<file path="config.mk">
export PLATFORM = sky130hd
export DESIGN_NAME = dlsc_pcie_s6_tlp_encoder
export DESIGN_NICKNAME = d
export VERILOG_FILES = /design/src/rtl/dlsc_pcie_s6_tlp_encoder.sv
export SDC_FILE = /design/constraint.sdc
export NUM_CORES = 1
export LEC_CHECK = 0
export ABC_AREA = 1
export BUFFER_PORTS_ARGS = -buffer_cell sky130_fd_sc_hd__buf_2
export CAP_MARGIN = 0
export CORE_MARGIN = 5
export CORE_UTILIZATION = 54
export CTS_CLUSTER_DIAMETER = 150
export CTS_CLUSTER_SIZE = 25
export DETAILED_ROUTE_END_ITERATION = 8
export GPL_ROUTABILITY_DRIVEN = 0
export PLACE_DENSITY_LB_ADDON = 0.05
export SYNTH_ARGS = -nofsm -noshare
export SYNTH_HDL_FRONTEND = slang
export SYNTH_SLANG_ARGS = --single-unit
export TNS_END_PERCENT = 30
</file>
<file path="constraint.sdc">
create_clock -name clk -period 2.2 [get_ports clk]
set_input_delay 0.11 -clock clk [delete_from_list [all_inputs] [get_ports clk]]
set_output_delay 0.11 -clock clk [all_outputs]
set_load 0.01 [all_outputs]
</file>
<file path="src/rtl/dlsc_pcie_s6_tlp_encoder.sv">
// TX TLP builder for the Spartan-6 PCIe 32-bit AXI stream: header DW0..DW3 then payload.
// Optional payload length checking/draining: DLSC_PCIE_S6_TLP_ENCODER_PL_CHECK_EN.
module dlsc_pcie_s6_tlp_encoder #(
  parameter logic [1:0] ATTR = 2'b00
) (
  input  logic        clk,
  input  logic        rst_n,
  input  logic [15:0] cfg_id,
  output logic        tlp_ready,
  input  logic        tlp_valid,
  input  logic        tlp_mem_read,
  input  logic        tlp_mem_write,
  input  logic        tlp_cpl,
  input  logic        tlp_cpl_data,
  input  logic [2:0]  tlp_tc,
  input  logic [9:0]  tlp_length,
  input  logic [15:0] tlp_dst,
  input  logic [7:0]  req_tag,
  input  logic [3:0]  req_be_last,
  input  logic [3:0]  req_be_first,
  input  logic [61:0] req_addr,
  input  logic [2:0]  cpl_status,
  input  logic        cpl_bcm,
  input  logic [11:0] cpl_bytes,
  input  logic [7:0]  cpl_tag,
  input  logic [6:0]  cpl_addr,
  output logic        pl_ready,
  input  logic        pl_valid,
  input  logic        pl_last,
  input  logic [31:0] pl_data,
  input  logic        tx_ready,
  output logic        tx_valid,
  output logic        tx_last,
  output logic [31:0] tx_data,
  output logic        tx_dsc,
  output logic        err_cmd
);

  typedef enum logic [2:0] {
    ST_IDLE, ST_HDR1, ST_HDR2, ST_HDR3, ST_PAYLOAD, ST_DRAIN
  } st_t;

  st_t         st_q, st_d;
  logic        cpl_q, cpl_d, dw4_q, dw4_d, dat_q, dat_d;
  logic [7:0]  tag_q, tag_d, be_q, be_d, ctag_q, ctag_d;
  logic [61:0] addr_q, addr_d;
  logic [2:0]  sts_q, sts_d;
  logic        bcm_q, bcm_d;
  logic [11:0] bytes_q, bytes_d;
  logic [15:0] dst_q, dst_d;
  logic [6:0]  caddr_q, caddr_d;
  logic [10:0] cnt_q, cnt_d;
  logic        tx_valid_q, tx_valid_d, tx_last_q, tx_last_d;
  logic        tx_dsc_q, tx_dsc_d, err_q, err_d;
  logic [31:0] tx_data_q, tx_data_d;

  logic        free, legal, in_4dw, in_dat, cnt_end;
  logic [9:0]  in_len;
  logic [31:0] dw0;

`ifndef DLSC_PCIE_S6_TLP_ENCODER_PL_CHECK_EN
  logic unused_pl_last;
  assign unused_pl_last = pl_last;
`endif

  assign tx_valid = tx_valid_q;
  assign tx_last  = tx_last_q;
  assign tx_data  = tx_data_q;
  assign tx_dsc   = tx_dsc_q;
  assign err_cmd  = err_q;

  assign free    = !tx_valid_q || tx_ready;
  assign legal   = {tlp_mem_read, tlp_mem_write, tlp_cpl}
                   inside {3'b100, 3'b010, 3'b001};
  assign in_4dw  = !tlp_cpl && (|req_addr[61:30]);
  assign in_dat  = tlp_mem_write || (tlp_cpl && tlp_cpl_data);
  assign in_len  = (tlp_cpl && !tlp_cpl_data) ? 10'd0 : tlp_length;
  assign cnt_end = (cnt_q == 11'd1);
  assign dw0 = {1'b0, in_dat, in_4dw,
                tlp_cpl ? 5'b01010 : 5'b00000,
                1'b0, tlp_tc, 4'b0, 2'b00, ATTR, 2'b00, in_len};

  always_comb begin
    st_d = st_q;
    cpl_d = cpl_q; dw4_d = dw4_q; dat_d = dat_q;
    tag_d = tag_q; be_d = be_q; ctag_d = ctag_q;
    addr_d = addr_q; sts_d = sts_q; bcm_d = bcm_q;
    bytes_d = bytes_q; dst_d = dst_q; caddr_d = caddr_q;
    cnt_d = cnt_q;
    tx_valid_d = tx_valid_q && !tx_ready;
    tx_last_d = tx_last_q;
    tx_dsc_d = tx_dsc_q;
    tx_data_d = tx_data_q;
    err_d = 1'b0;
    tlp_ready = 1'b0;
    pl_ready = 1'b0;
    unique case (st_q)
      ST_IDLE: begin
        tlp_ready = free;
        if (tlp_valid && free) begin
          if (legal) begin
            cpl_d = tlp_cpl; dw4_d = in_4dw; dat_d = in_dat;
            tag_d = req_tag; be_d = {req_be_last, req_be_first};
            addr_d = req_addr; sts_d = cpl_status; bcm_d = cpl_bcm;
            bytes_d = cpl_bytes; dst_d = tlp_dst;
            ctag_d = cpl_tag; caddr_d = cpl_addr;
            cnt_d = {tlp_length == 10'd0, tlp_length};
            tx_valid_d = 1'b1; tx_last_d = 1'b0;
            tx_dsc_d = 1'b0; tx_data_d = dw0;
            st_d = ST_HDR1;
          end else begin
            err_d = 1'b1;
          end
        end
      end
      ST_HDR1: if (free) begin
        tx_valid_d = 1'b1; tx_last_d = 1'b0; tx_dsc_d = 1'b0;
        tx_data_d = cpl_q ? {cfg_id, sts_q, bcm_q, bytes_q}
                          : {cfg_id, tag_q, be_q};
        st_d = ST_HDR2;
      end
      ST_HDR2: if (free) begin
        tx_valid_d = 1'b1; tx_dsc_d = 1'b0;
        tx_last_d = !dw4_q && !dat_q;
        if (cpl_q)      tx_data_d = {dst_q, ctag_q, 1'b0, caddr_q};
        else if (dw4_q) tx_data_d = addr_q[61:30];
        else            tx_data_d = {addr_q[29:0], 2'b00};
        st_d = dw4_q ? ST_HDR3 : (dat_q ? ST_PAYLOAD : ST_IDLE);
      end
      ST_HDR3: if (free) begin
        tx_valid_d = 1'b1; tx_dsc_d = 1'b0;
        tx_last_d = !dat_q;
        tx_data_d = {addr_q[29:0], 2'b00};
        st_d = dat_q ? ST_PAYLOAD : ST_IDLE;
      end
      ST_PAYLOAD: begin
        pl_ready = free;
        if (pl_valid && free) begin
          tx_valid_d = 1'b1; tx_dsc_d = 1'b0;
          tx_data_d = pl_data;
          tx_last_d = cnt_end;
          cnt_d = cnt_q - 11'd1;
          if (cnt_end) st_d = ST_IDLE;
`ifdef DLSC_PCIE_S6_TLP_ENCODER_PL_CHECK_EN
          // short payload aborts the TLP; long payload drains the excess
          if (pl_last && !cnt_end) begin
            tx_last_d = 1'b1; tx_dsc_d = 1'b1;
            err_d = 1'b1; st_d = ST_IDLE;
          end else if (!pl_last && cnt_end) begin
            err_d = 1'b1; st_d = ST_DRAIN;
          end
`endif
        end
      end
`ifdef DLSC_PCIE_S6_TLP_ENCODER_PL_CHECK_EN
      ST_DRAIN: begin
        pl_ready = 1'b1;
        if (pl_valid && pl_last) st_d = ST_IDLE;
      end
`endif
      default: st_d = ST_IDLE;
    endcase
  end

  always_ff @(posedge clk or negedge rst_n) begin
    if (!rst_n) begin
      st_q <= ST_IDLE;
      cpl_q <= 1'b0; dw4_q <= 1'b0; dat_q <= 1'b0;
      tag_q <= '0; be_q <= '0; ctag_q <= '0;
      addr_q <= '0; sts_q <= '0; bcm_q <= 1'b0;
      bytes_q <= '0; dst_q <= '0; caddr_q <= '0;
      cnt_q <= '0;
      tx_valid_q <= 1'b0; tx_last_q <= 1'b0;
      tx_dsc_q <= 1'b0; tx_data_q <= '0;
      err_q <= 1'b0;
    end else begin
      st_q <= st_d;
      cpl_q <= cpl_d; dw4_q <= dw4_d; dat_q <= dat_d;
      tag_q <= tag_d; be_q <= be_d; ctag_q <= ctag_d;
      addr_q <= addr_d; sts_q <= sts_d; bcm_q <= bcm_d;
      bytes_q <= bytes_d; dst_q <= dst_d; caddr_q <= caddr_d;
      cnt_q <= cnt_d;
      tx_valid_q <= tx_valid_d; tx_last_q <= tx_last_d;
      tx_dsc_q <= tx_dsc_d; tx_data_q <= tx_data_d;
      err_q <= err_d;
    end
  end

endmodule

</file>
== Yosys cells after proc, flatten, opt, wreduce, memory -nomap -nowiden ==
Index checks and enable logic that the tools add are counted.

* Mux-type cells: 45
* Add/sub/neg operators: 1
* Equality and inequality tests: 16
* Reduce and logical (&&, ||, !) cells: 28

{| class="wikitable"
|+ Operators by type and width
! kind !! count
|-
| $mux 32 || 8
|-
| $pmux 32 s5 || 1
|-
| $mux 11 || 3
|-
| $reduce_or 32->1 || 1
|-
| $mux 3 || 9
|-
| $pmux 11 s2 || 1
|-
| $mux 1 || 16
|-
| $mux 16 || 1
|-
| $pmux 3 s5 || 1
|-
| $ne 2x2->1 const B || 7
|-
| $reduce_and 7->1 || 2
|-
| $eq 11x1->1 const B || 1
|-
| $sub 11x1->11 const B || 1
|-
| $logic_not 10->1 || 1
|-
| $mux 10 || 1
|-
| $eq 3x2->1 const B || 3
|-
| $logic_and 1x1->1 || 7
|-
| $eq 3x1->1 const B || 2
|-
| $eq 3x3->1 const B || 2
|-
| $logic_not 1->1 || 6
|-
| $pmux 1 s3 || 2
|-
| $reduce_bool 3->1 || 2
|-
| $pmux 1 s5 || 1
|-
| $reduce_and 5->1 || 1
|-
| other kinds (9) || 10
|}

* Output and inout port bits: 38
* Word-level logic and storage cells: 109
* Register bits: 178
* Input bits: 196

== Logic depth before layout (Yosys ltp) ==
* Depth in word-level cells: 6
* Gate-level depth with buffers: 11
* Depth with buffers taken out: 10

== Worst setup path before layout ==
OpenSTA, ideal clock, no wires.

* Path type: register to register
* From: register tx_valid_q (netlist: tx_valid)
* To: register caddr_q[4]
* Clock period less this slack: 1540 ps
* Cell stages (with the launch flop): 10
* Setup time: 130 ps
* Path buffers: 2
* Setup slack: 660 ps
* Required time: 2070 ps
* Data arrival time: 1410 ps
* Cell sequence: dfrtp_1 inv_1 nor2_1 nor2_1 nand3_2 inv_2 buf_4 buf_4 nand2_1 o21ai_0

* Longest elaborated chain between the ends: 4

{| class="wikitable"
|+ RTL lines
! what !! RTL line !! text
|-
| start, declared || 53 || <nowiki>logic tx_valid_q, tx_valid_d, tx_last_q, tx_last_d;</nowiki>
|-
| start signal, assigned || 183 || <nowiki>tx_valid_q <= tx_valid_d; tx_last_q <= tx_last_d;</nowiki>
|-
| $logic_not 1->1 || 72 || <nowiki>assign free = !tx_valid_q || tx_ready;</nowiki>
|-
| $logic_or 1x1->1 || 72 ||
|-
| $logic_and 1x1->1 || 100 || <nowiki>if (tlp_valid && free) begin</nowiki>
|-
| $reduce_and 3->1 (no source line) || n/a ||
|-
| end signal, assigned || 181 || <nowiki>bytes_q <= bytes_d; dst_q <= dst_d; caddr_q <= caddr_d;</nowiki>
|-
| end, declared || 51 || <nowiki>logic [6:0] caddr_q, caddr_d;</nowiki>
|}

Every way passes these cells.
A chain may end at the register's enable or synchronous reset.

== Worst setup path in the final report ==
* From: register st_q[1]
* To: register cnt_q[5]

* Longest elaborated chain between the ends: 3
* Elaborated cells between the ends (all ways): 8
* Classes of those cells: eq/ne (4); mux (1); reduce/logical (3)

{| class="wikitable"
|+ RTL lines
! what !! RTL line !! text
|-
| start, declared || 43 || <nowiki>st_t st_q, st_d;</nowiki>
|-
| start signal, assigned || 177 || <nowiki>st_q <= st_d;</nowiki>
|-
| $eq 3x3->1 / $logic_not 3->1 (equally long branches) || 97 || <nowiki>unique case (st_q)</nowiki>
|-
| $ne 2x2->1 (no source line) / $reduce_bool 2->1 (equally long branches) || n/a ||
|-
| $reduce_and 4->1 (no source line) || n/a ||
|-
| end signal, assigned || 182 || <nowiki>cnt_q <= cnt_d;</nowiki>
|-
| end, declared || 52 || <nowiki>logic [10:0] cnt_q, cnt_d;</nowiki>
|}

Parallel ways exist; a longest one is shown, timed or not.

==> impl_results.html <==
<table>
<tr><th>Metric</th><th>Value</th></tr>
<tr><th colspan="2">Run status</th></tr>
<tr><td>Run status</td><td>complete, no violations</td></tr>
<tr><th colspan="2">Floorplan</th></tr>
<tr><td>Die area</td><td>0.0195 mm²</td></tr>
<tr><td>Starting utilization of the core area</td><td>54.9%</td></tr>
<tr><td>Die width</td><td>140 µm</td></tr>
<tr><td>Height of the die</td><td>140 µm</td></tr>
<tr><td>I/O pin total</td><td>234</td></tr>
<tr><td>Floorplan Core Area</td><td>0.0166 mm²</td></tr>
<tr><td>Placement row count</td><td>47</td></tr>
<tr><th colspan="2">Route</th></tr>
<tr><td>Number of violations reported at the end of detailed-routing iteration 0</td><td>684</td></tr>
<tr><td>Average via count per standard cell</td><td>5.29</td></tr>
<tr><td>Remaining design rule violation count</td><td>0</td></tr>
<tr><td>WL met1</td><td>12.5 mm</td></tr>
<tr><td>Count of antenna-violating nets left after detailed routing</td><td>0</td></tr>
<tr><td>Uppermost signal routing layer after detailed routing</td><td>met4</td></tr>
<tr><td>Via count of the routed design</td><td>9715</td></tr>
<tr><td>Average wire per standard cell</td><td>16.7 µm</td></tr>
<tr><td>Detailed-route wire length</td><td>30.6 mm</td></tr>
<tr><td>Detail Route met2 WL</td><td>14.2 mm</td></tr>
<tr><td>First-pass DRT Iterations</td><td>5</td></tr>
<tr><td>Routed length on met3</td><td>2.66 mm</td></tr>
<tr><th colspan="2">Synth</th></tr>
<tr><td>Net count after synthesis</td><td>1455</td></tr>
<tr><td>Synthesis warning total</td><td>0</td></tr>
<tr><td>Area share of the largest cell type after synthesis</td><td>48.7%</td></tr>
<tr><td>Post-synth top area cell</td><td>sky130_fd_sc_hd__dfrtp_1</td></tr>
<tr><td>Total of flip-flops plus latches after synthesis</td><td>177</td></tr>
<tr><td>Cells after Synth</td><td>1257</td></tr>
<tr><td>Sequential fraction of the synthesis area</td><td>48.7%</td></tr>
<tr><td>Cell types occupying the most area after synthesis</td><td>sky130_fd_sc_hd__dfrtp_1 (49%), sky130_fd_sc_hd__nand2_1 (24%), sky130_fd_sc_hd__o21ai_0 (7.1%)</td></tr>
<tr><td>Post-synth cell types</td><td>35</td></tr>
<tr><td>Per-instance average area after synthesis</td><td>7.24 µm²</td></tr>
<tr><td>Mapped cell area</td><td>0.00910 mm²</td></tr>
<tr><th colspan="2">Final layout</th></tr>
<tr><td>Final antenna diode count</td><td>0</td></tr>
<tr><td>Fillcell total</td><td>1294</td></tr>
<tr><td>Share of cells above drive strength 1</td><td>19.4%</td></tr>
<tr><td>Net total in the final layout</td><td>1801</td></tr>
<tr><td>Final instance area</td><td>0.0124 mm²</td></tr>
<tr><td>Post-Route Utilization</td><td>75.0%</td></tr>
<tr><td>Number of standard cells in the final layout excluding fillers</td><td>1836</td></tr>
<tr><td>Layout area overhead</td><td>36.7%</td></tr>
<tr><th colspan="2">Clock tree</th></tr>
<tr><td>Buffer depth of the longest clock path</td><td>2</td></tr>
<tr><td>Clock tree from TritonCTS</td><td>yes</td></tr>
<tr><td>Clock insertion delay at the later pin of the skew report</td><td>0.43 ns</td></tr>
<tr><td>Num Clock Sinks</td><td>177</td></tr>
<tr><td>Buffer cell driving the clock tree root</td><td>sky130_fd_sc_hd__clkbuf_16</td></tr>
<tr><td>Depth of the CTS H-tree</td><td>4</td></tr>
<tr><td>Clock buffers created by TritonCTS</td><td>17</td></tr>
<tr><td>Clock-pin transition on the worst setup and hold timing paths</td><td>0.06 ns</td></tr>
<tr><th colspan="2">Timing</th></tr>
<tr><td>Headroom to the max-slew limit</td><td>62.5%</td></tr>
<tr><td>Crit path setup slack, layout</td><td>0.270 ns</td></tr>
<tr><td>Measured slew at the worst slew-check pin</td><td>0.562 ns</td></tr>
<tr><td>Share of the clock period used by the worst path</td><td>87.7%</td></tr>
<tr><td>Final Hold Violating Endpoints</td><td>0</td></tr>
<tr><td>Total Negative Setup Slacks</td><td>0 ns</td></tr>
<tr><td>Final Critical Period</td><td>1.93 ns</td></tr>
<tr><td>Highest Clock Rate</td><td>0.518 GHz</td></tr>
<tr><td>Layout Skew</td><td>0.00940 ns</td></tr>
<tr><td>RSZ-0062 raised after global routing</td><td>no</td></tr>
<tr><td>Max-slew violations</td><td>0</td></tr>
<tr><td>Final count of negative-setup-slack endpoints</td><td>0</td></tr>
<tr><th colspan="2">Setup path</th></tr>
<tr><td>Critical Path Fanout Max</td><td>17</td></tr>
<tr><td>Kind of end point of the critical path</td><td>flop</td></tr>
<tr><td>FF-to-FF Start</td><td>st_q[1]$_DFFE_PN0P_</td></tr>
<tr><td>Depth of the worst register-to-register path</td><td>8</td></tr>
<tr><td>Reg-to-reg slack, setup</td><td>0.27 ns</td></tr>
<tr><td>Path type of the worst setup path</td><td>reg2reg</td></tr>
<tr><td>Reg-to-reg endpoint</td><td>cnt_q[5]$_DFFE_PN0P_</td></tr>
<tr><td>Crit path DAT</td><td>2.24 ns</td></tr>
<tr><td>Startpoint kind of the worst setup timing path</td><td>flop</td></tr>
<tr><td>Critical path required time</td><td>2.51 ns</td></tr>
<tr><th colspan="2">Place</th></tr>
<tr><td>Worst slack, placed</td><td>0.311 ns</td></tr>
<tr><td>DPL Wire Length</td><td>20.0 mm</td></tr>
<tr><td>Number of placed instances with taps included</td><td>1671</td></tr>
<tr><td>Number of port buffers</td><td>231</td></tr>
<tr><td>Total cell area at the placement stage</td><td>0.0105 mm²</td></tr>
<tr><th colspan="2">Power</th></tr>
<tr><td>Leakage power total</td><td>6.58 nW</td></tr>
<tr><td>Total power per unit cell area</td><td>1280 mW/mm²</td></tr>
<tr><td>Worst vdd ir</td><td>810 µV</td></tr>
<tr><th colspan="2">Min path</th></tr>
<tr><td>Worst Hold Path EP</td><td>addr_q[33]$_DFFE_PN0P_</td></tr>
<tr><td>Hold crit path type</td><td>in2reg</td></tr>
<tr><td>Min-Delay Path Depth</td><td>3</td></tr>
<tr><td>Worst Min Path Start</td><td>req_addr[33]</td></tr>
<tr><th colspan="2">Global route</th></tr>
<tr><td>Grt ovf</td><td>0</td></tr>
<tr><td>Via count of the first global-routing pass</td><td>9571</td></tr>
<tr><td>Global-route wire length before repair</td><td>49.1 mm</td></tr>
<tr><td>Global-route total usage across every layer</td><td>31.4%</td></tr>
<tr><td>Initial antenna violation count</td><td>0</td></tr>
<tr><td>Pin count of the biggest net entering global routing</td><td>116</td></tr>
<tr><th colspan="2">Run</th></tr>
<tr><td>Count of max-cap constraint violations</td><td>0</td></tr>
</table>
## timing repair
action,4_1_cts,5_1_grt
buffers inserted,0,0
setup endpoints to repair,0,0
hold buffers,133,0
endpoints found under the hold margin,179,0
resized for setup,0,0
## cell usage after synthesis
cell and number:
sky130_fd_sc_hd__nand3b_1 1, sky130_fd_sc_hd__clkbuf_1 28, sky130_fd_sc_hd__inv_1 93, sky130_fd_sc_hd__inv_2 6, sky130_fd_sc_hd__o22ai_1 1, sky130_fd_sc_hd__clkinv_1 1
sky130_fd_sc_hd__buf_2 21, sky130_fd_sc_hd__nor2_2 2, sky130_fd_sc_hd__or2_2 7, sky130_fd_sc_hd__nand4_1 19, sky130_fd_sc_hd__and3_1 2, sky130_fd_sc_hd__nand3_1 40
sky130_fd_sc_hd__a22oi_1 1, sky130_fd_sc_hd__nand2_2 3, sky130_fd_sc_hd__a31oi_1 1, sky130_fd_sc_hd__buf_6 3, sky130_fd_sc_hd__nor2_1 50, sky130_fd_sc_hd__o2111ai_1 1
sky130_fd_sc_hd__nor2_4 2, sky130_fd_sc_hd__nand2_4 2, sky130_fd_sc_hd__dfrtp_1 177, sky130_fd_sc_hd__nand3_2 2, sky130_fd_sc_hd__a21oi_1 31, sky130_fd_sc_hd__o21ai_1 6
sky130_fd_sc_hd__nand2_1 584, sky130_fd_sc_hd__ha_1 2, sky130_fd_sc_hd__nor3_4 1, sky130_fd_sc_hd__buf_1 1, sky130_fd_sc_hd__buf_4 12, sky130_fd_sc_hd__conb_1 1
sky130_fd_sc_hd__nor3_1 5, sky130_fd_sc_hd__o211ai_1 20, sky130_fd_sc_hd__o21ai_0 129, sky130_fd_sc_hd__nor4_1 1, sky130_fd_sc_hd__xor2_1 1
## flip-flops by register name, indices dropped and copies added (netlist names), 3 cells and up
| register | cells |
|---|---|
| addr_q | 62 |
| be_q | 8 |
| bytes_q | 12 |
| caddr_q | 7 |
| cnt_q | 11 |
| ctag_q | 8 |
| dst_q | 16 |
| st_q | 3 |
| sts_q | 3 |
| tag_q | 8 |
| tx_data | 32 |
## worst max-delay path by stage
| stage | endpoint | from | slack [ns] |
|---|---|---|---|
| 2_1_floorplan | caddr_q[4]$_DFFE_PN0P_ | tx_valid$_DFF_PN0_ | 0.66 |
| 3_3_place_gp | cnt_q[2]$_DFFE_PN0P_ | st_q[1]$_DFFE_PN0P_ | 0.38 |
| 3_5_place_dp | cnt_q[5]$_DFFE_PN0P_ | st_q[1]$_DFFE_PN0P_ | 0.31 |
| 4_1_cts | cnt_q[2]$_DFFE_PN0P_ | st_q[1]$_DFFE_PN0P_ | 0.30 |
| 5_1_grt | cnt_q[2]$_DFFE_PN0P_ | tx_valid$_DFF_PN0_ | 0.10 |
| 6_report | cnt_q[5]$_DFFE_PN0P_ | st_q[1]$_DFFE_PN0P_ | 0.27 |
## kinds of logic after synthesis
group / count (synthesis) / synth area share, %
AO/OA/AOI/OAI: 190 / 11.1
XOR/XNOR: 1 / 0.0963
adder cells (fa/ha/maj): 2 / 0.275
buffers and inverters: 165 / 7.84
flip-flops: 177 / 48.7
other: 1 / 0.0412
AND/OR/NAND/NOR: 721 / 32.0
## layout by cell type, fill, tap and decap left out, types with 2 or more instances in the layout
cell / count
sky130_fd_sc_hd__a21oi_1: 31
sky130_fd_sc_hd__and3_1: 2
sky130_fd_sc_hd__buf_12: 7
sky130_fd_sc_hd__buf_2: 230
sky130_fd_sc_hd__buf_4: 21
sky130_fd_sc_hd__bufinv_16: 3
sky130_fd_sc_hd__clkbuf_1: 4
sky130_fd_sc_hd__clkbuf_16: 17
sky130_fd_sc_hd__clkinvlp_4: 2
sky130_fd_sc_hd__dfrtp_1: 177
sky130_fd_sc_hd__dlygate4sd3_1: 133
sky130_fd_sc_hd__ha_1: 2
sky130_fd_sc_hd__inv_1: 93
sky130_fd_sc_hd__inv_2: 5
sky130_fd_sc_hd__inv_6: 4
sky130_fd_sc_hd__nand2_1: 584
sky130_fd_sc_hd__nand2_2: 3
sky130_fd_sc_hd__nand2_4: 2
sky130_fd_sc_hd__nand3_1: 40
sky130_fd_sc_hd__nand4_1: 19
sky130_fd_sc_hd__nor2_1: 49
sky130_fd_sc_hd__nor2_2: 3
sky130_fd_sc_hd__nor2_4: 2
sky130_fd_sc_hd__nor3_1: 5
sky130_fd_sc_hd__o211ai_1: 20
sky130_fd_sc_hd__o21ai_0: 129
sky130_fd_sc_hd__o21ai_1: 6
sky130_fd_sc_hd__or2_2: 7
## per-stage QoR
stage / hold slack, ns / power [W]
2_1_floorplan: -0.186 / 0.0102
3_3_place_gp: 0.0848 / 0.0123
3_5_place_dp: 0.0927 / 0.0124
4_1_cts: 0.00508 / 0.0158
5_1_grt: 0.0159 / 0.0171
6_report: 0.00292 / 0.0159
## power breakdown
| group | total [W] | switching (W) | leakage (nW) | internal, W |
|---|---|---|---|---|
| Combinational | 0.00701 | 0.00452 | 4.09 | 0.00250 |
| Clock | 0.00312 | 0.00132 | 0.283 | 0.00180 |
| Sequential | 0.00575 | 0.000902 | 2.21 | 0.00485 |
## area by class of cell
cell class	count	area (µm²)	share of cell area (%)
well taps	220	275	2.21
multi-input cells	915	3960	31.9
flip-flops and latches	177	4430	35.6
repair buffers	392	2790	22.5
inverters	100	378	3.04
clock buffers	21	440	3.54
clock inverters	11	154	1.24
## worst max-delay path, stage by stage, from the launching register on
cell,delay [ns]
sky130_fd_sc_hd__dfrtp_1,0.45
sky130_fd_sc_hd__nor2_2,0.19
sky130_fd_sc_hd__nand2_1,0.16
sky130_fd_sc_hd__inv_2,0.13
sky130_fd_sc_hd__nand3_4,0.13
sky130_fd_sc_hd__nand2_1,0.45
sky130_fd_sc_hd__o21ai_0,0.17
sky130_fd_sc_hd__nand2_1,0.09
sky130_fd_sc_hd__nand2_1,0.05
## routing by layer
metal / track usage [%] / up-vias
met5: 0 / -
met3: 6.59 / 88
met1: 42.2 / 4454
met2: 50.2 / 521
met4: 12.3 / 0
li1: - / 4652
No activity file was read; power rests on OpenSTA's default activity.
